File: src/rtl/cpu_types_pkg.sv
// Shared CPU types: memory word, RAM status and arbiter state encodings.
// ARB_STARVE_LIMIT is the default starvation bound for memory_arbiter.
package cpu_types_pkg;

    typedef logic [31:0] word_t;

    typedef enum logic [1:0] {
        FREE   = 2'd0,
        BUSY   = 2'd1,
        ACCESS = 2'd2,
        ERROR  = 2'd3
    } ramstate_t;

    typedef enum logic [1:0] {
        IDLE = 2'd0,
        IGNT = 2'd1,
        DGNT = 2'd2
    } arb_state_t;

    localparam int ARB_STARVE_LIMIT = 4;

endpackage

File: src/rtl/arb_starve_counter.sv
// Saturating counter of consecutive data grants taken while an instruction
// fetch waits; only built when ARB_STARVE_GUARD_EN is defined.
module arb_starve_counter #(
    parameter int LIMIT = 4
) (
    input  logic CLK,
    input  logic RST,
    input  logic inc,
    input  logic clr,
    output logic sat
);

    localparam int CW = (LIMIT < 1) ? 1 : $clog2(LIMIT + 1);
    localparam logic [CW-1:0] LIMIT_C = CW'(LIMIT);

    logic [CW-1:0] count;

    always_ff @(posedge CLK or posedge RST) begin
        if (RST) begin
            count <= '0;
        end else if (clr) begin
            count <= '0;
        end else if (inc && (count != LIMIT_C)) begin
            count <= count + 1'b1;
        end
    end

    assign sat = (count == LIMIT_C);

endmodule

File: src/rtl/memory_arbiter.sv
// Two-port (instruction/data) arbiter onto a single RAM port; data has priority.
// Define ARB_STARVE_GUARD_EN to bound how long an instruction fetch can starve.
module memory_arbiter
    import cpu_types_pkg::*;
#(
    parameter int STARVE_LIMIT = ARB_STARVE_LIMIT
) (
    input  logic      CLK,
    input  logic      RST,
    input  logic      iREN,
    input  word_t     iaddr,
    input  logic      dREN,
    input  logic      dWEN,
    input  word_t     daddr,
    input  word_t     dstore,
    output logic      iwait,
    output logic      dwait,
    output word_t     iload,
    output word_t     dload,
    output logic      ramREN,
    output logic      ramWEN,
    output word_t     ramaddr,
    output word_t     ramstore,
    input  word_t     ramload,
    input  ramstate_t ramstate
);

    arb_state_t state, next_state;

    logic dreq;
    logic ram_done;
    logic starve_force;

    assign dreq     = dREN | dWEN;
    assign ram_done = (ramstate == ACCESS) || (ramstate == ERROR);

`ifdef ARB_STARVE_GUARD_EN
    logic starve_sat;
    logic starve_inc;
    logic starve_clr;

    assign starve_force = iREN & starve_sat;
    assign starve_inc   = (state == IDLE) && (next_state == DGNT) && iREN;
    assign starve_clr   = (state == IDLE) &&
                          ((next_state == IGNT) || ((next_state == DGNT) && !iREN));

    arb_starve_counter #(
        .LIMIT (STARVE_LIMIT)
    ) u_starve (
        .CLK (CLK),
        .RST (RST),
        .inc (starve_inc),
        .clr (starve_clr),
        .sat (starve_sat)
    );
`else
    logic unused_starve_limit;

    assign unused_starve_limit = ^STARVE_LIMIT;
    assign starve_force        = 1'b0;
`endif

    always_ff @(posedge CLK or posedge RST) begin
        if (RST) begin
            state <= IDLE;
        end else begin
            state <= next_state;
        end
    end

    always_comb begin
        next_state = state;
        case (state)
            IDLE: begin
                if (starve_force)  next_state = IGNT;
                else if (dreq)     next_state = DGNT;
                else if (iREN)     next_state = IGNT;
            end
            // ERROR also ends the grant so the requester re-arbitrates from IDLE
            IGNT: if (!iREN || ram_done) next_state = IDLE;
            DGNT: if (!dreq || ram_done) next_state = IDLE;
            default: next_state = IDLE;
        endcase
    end

    always_comb begin
        ramREN   = 1'b0;
        ramWEN   = 1'b0;
        ramaddr  = '0;
        ramstore = '0;
        iload    = '0;
        dload    = '0;
        iwait    = iREN;
        dwait    = dreq;
        case (state)
            IGNT: begin
                ramREN  = iREN;
                ramaddr = iaddr;
                if (ramstate == ACCESS) begin
                    iwait = 1'b0;
                    iload = ramload;
                end
            end
            DGNT: begin
                // a write wins over a simultaneous read
                ramWEN   = dWEN;
                ramREN   = dREN & ~dWEN;
                ramaddr  = daddr;
                ramstore = dstore;
                if (ramstate == ACCESS) begin
                    dwait = 1'b0;
                    dload = ramload;
                end
            end
            default: ;
        endcase
    end

endmodule

File: config.mk
export PLATFORM = sky130hd
export DESIGN_NAME = memory_arbiter
export DESIGN_NICKNAME = d
export VERILOG_FILES = /design/src/rtl/cpu_types_pkg.sv /design/src/rtl/arb_starve_counter.sv /design/src/rtl/memory_arbiter.sv
export SDC_FILE = /design/constraint.sdc
export NUM_CORES = 1
export LEC_CHECK = 0
export CORE_AREA = 5 5 100 102
export CTS_CLUSTER_SIZE = 10
export DETAILED_ROUTE_END_ITERATION = 8
export DIE_AREA = 0 0 105 107
export PLACE_DENSITY = 0.67
export SLEW_MARGIN = 20
export SYNTH_ARGS = -nofsm -noshare
export SYNTH_HDL_FRONTEND = slang
export SYNTH_SLANG_ARGS = --single-unit
export TNS_END_PERCENT = 10
File: constraint.sdc
create_clock -name CLK -period 3.9 [get_ports CLK]
set_input_delay 0.39 -clock CLK [delete_from_list [all_inputs] [get_ports CLK]]
set_output_delay 0.39 -clock CLK [all_outputs]
set_load 0.01 [all_outputs]
==> run metrics <==
GRT Resource Usage Total=around 15%; share of layout cells above drive strength 1=1.73%; #FFs+latches synth=2; setup_tns=0 ns; Die H=between 100 and 150 um; drt pass-1 iters=4; crit path DAT=roughly 2.5 ns; Reg clk slew, reported paths=around 0.030 ns; clk_skew=0.00323 ns; biggest regs=state x2; routability cong.=just under 0.8; pin count of the biggest net entering global routing=39; mapped cell area=~1400 sq um; Crit. End Element=output pin; Synth Flop Type=dfrtp_1; vias in the first global route=2499; number of buffers inserted during clock tree synthesis=3; n_diodes=0; most common cell after layout, fill and taps aside=clkdlybuf4s50_1; post_cts resized=0; post-route minimum period=~2.9 ns; Internal Power=0.789 mW; area of the die=approximately 11000 sq um; commonest cells after routing, fill and taps aside=clkdlybuf4s50_1 (266), and2_1 (98), nor2b_1 (33); clock root cell=clkbuf_8; Initial Util=between 10% and 20%; Final WS setup=0.979 ns; sequential fraction of the synthesis area=roughly 3.5%; clk buf depth=2; total leakage power=1.50 nW; wire per inst=16.0 um; combinational share of power=about nine tenths; EDFF count, synth=0; Syn Area/Cell=6.74 sq um; PortBufs=between 200 and 300; FP Rows=35; CTS tree=built; Layout area overhead=189%; Post-Syn Instances=around 210; max-slew violations=0; top post-synthesis cells by area=and2_1 (43%), a22oi_1 (17%), nor2b_1 (14%), buf_6 (4.7%), dfrtp_1 (3.5%); HPWL after detailed placement=between 7 and 8 mm; max FFs per register=2; Most flops, register=state; pwr/cell area=around 320 nW/um^2; Psw=~0.52 mW; Final ANT Viol Nets=0; I/O pins=between 200 and 300; Synth async-reset ratio=100%; Die Span X=between 100 and 150 um; routed wire length=around 9 mm; Initial DRC Count=73; status=completed; worst-skew pair later-pin latency=between 0.2 and 0.25 ns; Place WS=roughly 1.1 ns; Final setup viols=0; core area=between 9000 and 10000 sq um; Clk pwr share=between 6 and 7%; first-pass GRT wire length=13.5 mm; Setup crit start=state[0]; crit path kind=flip-flop to output pin; syn_nets=between 300 and 400; MaxCap Viol Count=0; CP max FO=38; path category of the worst min-delay check=primary input to async pin; Max Clk Rate=~0.34 GHz; startpoint types=flip-flop; unrepaired setup endpoints after global routing=no; initial antenna violation count=0; DR vias/cell=around 4.3; # nets final=603; Vias=2483; YS warnings=0; worst r2r src=state[1]; actual slew at the worst max-slew pin=between 0.8 and 0.9 ns; switch share=39.8%; Final Hold Fails=0; postcts setup bufs=0; Min Hold Slack=between 0.3 and 0.4 ns; # clock sinks=2; Worst IR Drop VDD=0.000173 V; Yosys top cell by area=and2_1; period utilization=between 70% and 80%; Synth top area share=a little over two fifths; relative slew slack=a little under half; # DRC=0; grt ovf=0; sequential power share=about 2.5%; Max H-tree Level=1; Netlist cell types=23; # hold bufs at CTS=0; Critical Path RT=roughly 3.5 ns
-- routing by layer --
layer  routed length, um  part of all wire, %  GRT usage [%]  up-vias
li1                    -                    -              -     1207
met1                3270                   36           15.2     1118
met2                4950                   54           29.0      145
met3                 816                  8.9           3.97       13
met4                 178                  1.9           4.20        0
met5                   0                    0              0        -
-- kinds of logic after synthesis --
logic type | share of synthesized area (%)
adder cells (fa/ha/maj) | 2.61
flip-flops | 3.48
buffers and inverters | 11.2
AND/OR/NAND/NOR | 61.5
AO/OA/AOI/OAI | 21.2
-- cells in the mapped netlist, types with 3 or more instances --
library cell,count
a22oi_1,32
buf_4,3
and2_1,98
ha_1,3
nor2b_1,33
clkbuf_1,3
o21ai_0,3
clkbuf_2,3
nand2_1,3
buf_2,6
buf_6,6
inv_1,4
-- power by group through the flow --
| stage | combinational, mW | clock [mW] | sequential (mW) |
|---|---|---|---|
| floorplan | 0.571 | 0 | 0.0316 |
| global placement | 1.21 | 0 | 0.0333 |
| detailed placement | 1.22 | 0 | 0.0334 |
| CTS | 1.22 | 0.0860 | 0.0332 |
| global route | 1.30 | 0.0874 | 0.0343 |
| finish | 1.19 | 0.0835 | 0.0328 |
-- worst max-delay path, stage by stage, from the launching register on --
cell,delay [ns]
dfrtp_1,0.39
inv_1,0.09
ha_2,0.61
and3b_4,0.49
and2_1,0.18
clkdlybuf4s50_1,0.56
-- final timing paths --
check	end	slack, ns	cells after the start
worst max register to register	state[0]	2.10	6
min in group CLK	state[1]	0.53	1
worst min register to register	state[1]	0.53	1
worst max-delay path	dload[29]	0.98	5
worst min-delay path	state[0]	0.35	2
max in group asynchronous	state[1]	3.43	2
-- area by class of cell --
class | count | area, sq um
clock buffer | 3 | 41.3
fill | 893 | 4870
inverter | 4 | 15.0
multi-input combinational | 186 | 1230
sequential | 2 | 50.0
tap | 111 | 139
timing repair buffer | 268 | 2680
-- per-stage QoR --
step	utilization, %	instance area (sq um)	std cells	power [mW]
finish	46.0	4150	574	1.31
detailed placement	45.5	4110	571	1.25
CTS	46.0	4150	574	1.34
global route	46.0	4150	574	1.42
floorplan	-	1440	213	0.603
global placement	45.5	4110	571	1.24
No activity file was read; power rests on OpenSTA's default activity.
